==> config.mk <==
export PLATFORM = sky130hd
export DESIGN_NAME = npc_exec_ctrl
export DESIGN_NICKNAME = d
export VERILOG_FILES = /design/src/rtl/npc_ctrl_pkg.sv /design/src/rtl/ctrl_timeout_cnt.sv /design/src/rtl/npc_exec_ctrl.sv
export SDC_FILE = /design/constraint.sdc
export NUM_CORES = 1
export LEC_CHECK = 0
export ABC_CLOCK_PERIOD_IN_PS = 2000
export CAP_MARGIN = 20
export CORE_MARGIN = 2
export CORE_UTILIZATION = 39
export CTS_CLUSTER_DIAMETER = 30
export CTS_CLUSTER_SIZE = 30
export DETAILED_ROUTE_END_ITERATION = 8
export PLACE_DENSITY = 0.89
export SYNTH_ARGS = -nofsm -noshare
export SYNTH_HDL_FRONTEND = slang
export SYNTH_SLANG_ARGS = --single-unit
==> constraint.sdc <==
create_clock -name clk -period 2 [get_ports clk]
set_clock_uncertainty 0.05 [all_clocks]
set_input_delay 0.4 -clock clk [delete_from_list [all_inputs] [get_ports clk]]
set_output_delay 0.4 -clock clk [all_outputs]
set_load 0.1 [all_outputs]
==> src/rtl/npc_ctrl_pkg.sv <==
// npc_ctrl_pkg: shared states, instruction constants and fault codes for the NPC sequencer
package npc_ctrl_pkg;
  typedef enum logic [2:0] {S_IDLE, S_REQ, S_WAIT, S_EXEC, S_HALT, S_FAULT} state_e;
  localparam logic [31:0] INST_EBREAK    = 32'h0010_0073;
  localparam logic [31:0] INST_NOP       = 32'h0000_0013;
  localparam logic [1:0]  FAULT_NONE     = 2'b00;
  localparam logic [1:0]  FAULT_TIMEOUT  = 2'b01;
  localparam logic [1:0]  FAULT_MISALIGN = 2'b10;
endpackage

==> src/rtl/ctrl_timeout_cnt.sv <==
// ctrl_timeout_cnt: counts WAIT cycles and flags when the count reaches TIMEOUT
module ctrl_timeout_cnt #(
  parameter logic [7:0] TIMEOUT = 8'd255
) (
  input  logic clk,
  input  logic rst,
  input  logic clr_i,
  input  logic en_i,
  output logic hit_o
);
  logic [7:0] cnt_q, cnt_d;
  assign cnt_d = clr_i ? 8'd0 : en_i ? cnt_q + 8'd1 : cnt_q;
  assign hit_o = cnt_q == TIMEOUT;
  always_ff @(posedge clk)
    cnt_q <= rst ? 8'd0 : cnt_d;
endmodule

==> src/rtl/npc_exec_ctrl.sv <==
// npc_exec_ctrl: multi-cycle fetch/execute/writeback sequencer for the NPC datapath
module npc_exec_ctrl
  import npc_ctrl_pkg::*;
#(
  parameter logic [31:0] RESET_PC      = 32'h8000_0000,
  parameter int unsigned TIMEOUT       = 255,
  parameter logic [31:0] RESET_RETIRED = 32'h0000_0000
) (
  input  logic        clk,
  input  logic        rst,
  input  logic        run,
  output logic        ifu_req,
  output logic [31:0] ifu_addr,
  input  logic        ifu_ready,
  input  logic        ifu_rvalid,
  input  logic [31:0] ifu_rdata,
  output logic [31:0] inst,
  output logic [31:0] pc,
  input  logic [31:0] next_pc,
  output logic        wen,
  output logic        halt,
  output logic        fault,
  output logic [1:0]  fault_cause,
  output logic [31:0] retired
);
  state_e      state_q, state_d;
  logic [31:0] pc_q, pc_d, inst_q, inst_d, retired_q, retired_d;
  logic [1:0]  cause_q, cause_d;
  logic        clr, en, hit, is_ebreak, misalign;
  ctrl_timeout_cnt #(.TIMEOUT(8'(TIMEOUT))) u_timeout (
    .clk,
    .rst,
    .clr_i(clr),
    .en_i (en),
    .hit_o(hit)
  );
  assign is_ebreak   = inst_q == INST_EBREAK;
  assign misalign    = next_pc[1:0] != 2'b00;
  assign ifu_req     = state_q == S_REQ;
  assign ifu_addr    = pc_q;
  assign inst        = inst_q;
  assign pc          = pc_q;
  assign wen         = state_q == S_EXEC && !is_ebreak && !misalign;
  assign halt        = state_q == S_HALT;
  assign fault       = state_q == S_FAULT;
  assign fault_cause = cause_q;
  assign retired     = retired_q;
  always_comb begin
    state_d   = state_q;
    pc_d      = pc_q;
    inst_d    = inst_q;
    retired_d = retired_q;
    cause_d   = cause_q;
    clr       = 1'b0;
    en        = 1'b0;
    case (state_q)
      S_IDLE: state_d = run ? S_REQ : S_IDLE;
      S_REQ: if (ifu_ready) begin
        clr     = 1'b1;
        state_d = ifu_rvalid ? S_EXEC : S_WAIT;
        inst_d  = ifu_rvalid ? ifu_rdata : inst_q;
      end
      S_WAIT: begin
        en = 1'b1;
        // a response landing on the timeout cycle still wins
        if (ifu_rvalid) begin
          inst_d  = ifu_rdata;
          state_d = S_EXEC;
        end else if (hit) begin
          state_d = S_FAULT;
          cause_d = FAULT_TIMEOUT;
        end
      end
      S_EXEC: if (is_ebreak) begin
        state_d   = S_HALT;
        retired_d = retired_q + 32'd1;
      end else if (misalign) begin
        state_d = S_FAULT;
        cause_d = FAULT_MISALIGN;
      end else begin
        pc_d      = next_pc;
        retired_d = retired_q + 32'd1;
        state_d   = run ? S_REQ : S_IDLE;
      end
      default: ;
    endcase
  end
  always_ff @(posedge clk) begin
    if (rst) begin
      state_q   <= S_IDLE;
      pc_q      <= RESET_PC;
      inst_q    <= INST_NOP;
      retired_q <= RESET_RETIRED;
      cause_q   <= FAULT_NONE;
    end else begin
      state_q   <= state_d;
      pc_q      <= pc_d;
      inst_q    <= inst_d;
      retired_q <= retired_d;
      cause_q   <= cause_d;
    end
  end
endmodule

==> summary.md <==
| Metric | Value |
|---|---|
| Finished Layout Cells | `between 1000 and 1500` |
| Vias | `between 5000 and 6000` |
| Residual DRC | `0` |
| Finished Cell Area | `between 0.008 and 0.009 mm^2` |
| Total Routing Usage GR | `about 24%` |
| DP HPWL | `roughly 11000 um` |
| Pin count of the biggest net entering global routing | `46` |
| Mapped Cells | `about 600` |
| Critical path class | `reg2out` |
| PnR worst setup slack | `-0.533 ns` |
| Critical path's slowest cell | `dfxtp_4` |
| Clk root buf | `clkbuf_16` |
| Starting Density | `between 30 and 40%` |
| Pwr/cell area | `between 600 and 700 mW/mm^2` |
| First DRT Iteration DRCs | `roughly 400` |
| First-pass GRT wire length | `25700 um` |
| Mapped cell area | `between 0.004 and 0.005 mm^2` |
| Core Box Area | `0.0125 mm^2` |
| Die height | `117 um` |
| Worst min path class | `in2reg` |
| Sw Ratio | `about 34%` |
| Worst-path clk slew | `0.08 ns` |
| Combinational power share | `26.1%` |
| Synthesis warning total | `0` |
| Number of synthesized flops with an enable pin | `0` |
| Initial antenna violation count | `0` |
| DR WL/cell | `17.7 um` |
| Drt pass-1 iters | `5` |
| WP buf/inv | `4` |
| Most common cell after layout, fill and taps aside | `buf_4` |
| Hold_buf cts | `0` |
| CTS H-tree lvls | `3` |
| Most used cell, CP | `buf_4` |
| Via density | `about 5.4` |
| Post-synth cell types | `between 40 and 50` |
| Port Buffers | `just over 200` |
| Deepest clock path buffer count | `2` |
| DIE AREA | `between 0.01 and 0.015 mm^2` |
| Post-Synthesis Mean Instance Area | `around 8.4 um^2` |
| Commonest cells after routing, fill and taps aside | `214 x buf_4, 83 x nand2_1, 67 x clkdlybuf4s50_1` |
| Post-DRT Antenna Nets | `0` |
| Startpoint Class | `flop` |
| Fmax | `roughly 0.39 GHz` |
| Area growth from synthesis to layout | `77.3%` |
| CP peak stage delay | `about 0.36 ns` |
| Crit share post-route | `127%` |
| Routability congestion estimate | `0.803` |
| Worst-path cell chain | `nor4b_4, nand4_1, buf_4, o211ai_1, buf_4, clkinvlp_4, buf_12` |
| Worst skew pair latency | `0.36 ns` |
| Die width | `between 100 and 150 um` |
| Worst path top cell family by delay | `buffers and inverters` |
| CTS tree | `built` |
| Sink Count | `between 100 and 150` |
| GR Overflow Total | `0` |
| Max Slew Vio Count | `0` |
| Max-Cap Viols | `0` |
| Static Leak | `between 0.003 and 0.004 uW` |
| Area after DPL | `0.00770 mm^2` |
| Int Pwr | `around 3700 uW` |
| Share of layout cells above drive strength 1 | `50.3%` |
| Req. time, crit path | `between 1.5 and 2 ns` |
| Status | `complete, but fails checks` |
| Crit. End Element | `output pin` |
| WL final | `roughly 18000 um` |
| Slew @ Worst Pin | `between 0.6 and 0.7 ns` |
| Post-route minimum period | `2.53 ns` |
| FP Rows | `between 40 and 50` |
| Synth Net Count | `660` |
| Final hold vios | `0` |
| RSZ-0062 raised after global routing | `true` |
| Placed instance count | `between 900 and 1000` |
| CP Max Fanout | `2` |
| Worst slack at placement | `-0.349 ns` |
| Async SR Flop Fraction | `0%` |
| Io pins | `203` |
| Nets | `between 900 and 1000` |
| Failing checks | `negative setup slack` |
| Main synth FF type | `dfxtp_1` |
| Slew HR | `56.2%` |
| Psw | `approximately 1900 uW` |
| Diode count | `0` |
| Max rail drop VDD | `between 0.0006 and 0.0007 V` |
| CP arrival | `roughly 2.1 ns` |
| Cts bufs inserted | `9` |
| Seq pwr share | `40.3%` |
| Final setup fails | `64` |
| Seq/Total Area, Yosys | `between 40% and 50%` |
| Number of global-route vias before repair | `around 5300` |
| Synth Register Bits | `109` |
| Power share of the clock group | `about a third` |
==> power groups by stage <==
stage / clock (uW) / sequential, uW / combinational (uW)
floorplan: 0 / 2740 / 436
global placement: 0 / 2300 / 1340
detailed placement: 0 / 2300 / 1350
CTS: 1890 / 2260 / 1440
global route: 2000 / 2270 / 1530
finish: 1880 / 2260 / 1460
==> layer usage <==
layer	wire [um]	vias to the layer above	share of wire (%)	GRT usage, %
li1	-	2601	-	-
met1	6690	2596	37	26.8
met2	9130	267	51	43.5
met3	1430	62	8.0	6.75
met4	731	0	4.1	12.1
met5	0	-	0	0
==> path summary, 6_finish.rpt <==
kind / from / to / slack [ns] / cells past startpoint
worst max-delay path: inst[15]$_SDFFE_PP0P_ / wen / -0.53 / 7
worst min register to register: fault_cause[0]$_SDFFE_PP0P_ / fault_cause[0]$_SDFFE_PP0P_ / 0.43 / 2
worst max register to register: inst[10]$_SDFFE_PP0P_ / retired[17]$_SDFFE_PP0P_ / -0.34 / 8
worst min-delay path: rst / retired[13]$_SDFFE_PP0P_ / 0.36 / 2
==> logic make-up after synthesis <==
| logic type | share of synthesized area, % |
|---|---|
| xor+xnor | 1.24 |
| buf+inv | 8.41 |
| simple gates | 26.3 |
| flops | 44.2 |
| fa+ha+maj | 0.507 |
| mux | 6.74 |
| compound gates | 12.6 |
==> registers in the layout, indices dropped and copies added (netlist names) <==
name,count
inst,32
ifu_addr,32
u_timeout.cnt_q,8
state_q,3
fault_cause,2
retired,32
==> Yosys cell counts, types with 7 or more instances <==
cell,instances,share of area (%)
buf_4,32,4.9
nand3_1,17,1.7
nor2_1,55,4.2
or3_1,7,0.89
a21oi_1,62,6.3
nand4_1,17,2.2
dfxtp_1,109,44
or4_1,33,5.0
nand2_1,84,6.4
o31ai_1,26,4.0
nor4_1,8,1.0
mux2i_1,31,6.3
clkbuf_1,34,2.6
o21ai_0,8,0.81
==> layout make-up <==
type                       instances  area (um^2)
clock buffer                       9          225
inverter                           7         30.0
fill                             898         3710
clock inverter                     7         81.3
multi-input combinational        402         2890
tap                              172          215
sequential                       109         2350
timing repair buffer             313         2960
==> worst register-to-register path, delay by kind of cell, from the launching register on <==
kind / cells / cell delay [ns]
AOI/OAI and AO/OA: 2 / 0.44
buffers and inverters: 3 / 0.51
DFF: 1 / 0.33
and+or+nand+nor: 3 / 0.94
==> through the flow <==
| step | util [%] | power (uW) | hold slack (ns) | TNS, ns |
|---|---|---|---|---|
| 2_1_floorplan | - | 3170 | 0.429 | -10.41 |
| 3_3_place_gp | 61.8 | 3640 | 0.418 | -11.51 |
| 3_5_place_dp | 61.8 | 3660 | 0.415 | -14.78 |
| 4_1_cts | 68.0 | 5580 | 0.327 | -13.83 |
| 5_1_grt | 70.2 | 5800 | 0.377 | -21.75 |
| 6_report | 70.2 | 5600 | 0.360 | -14.49 |
==> what timing repair did <==
action | CTS | global route
endpoints found under the hold margin | 0 | 0
setup endpoints to repair | 63 | 65
buffers inserted | 7 | 1
pin swaps | 28 | 13
gates cloned | 8 | 0
resized for setup | 49 | 60
(Power assumes the default switching activity.)
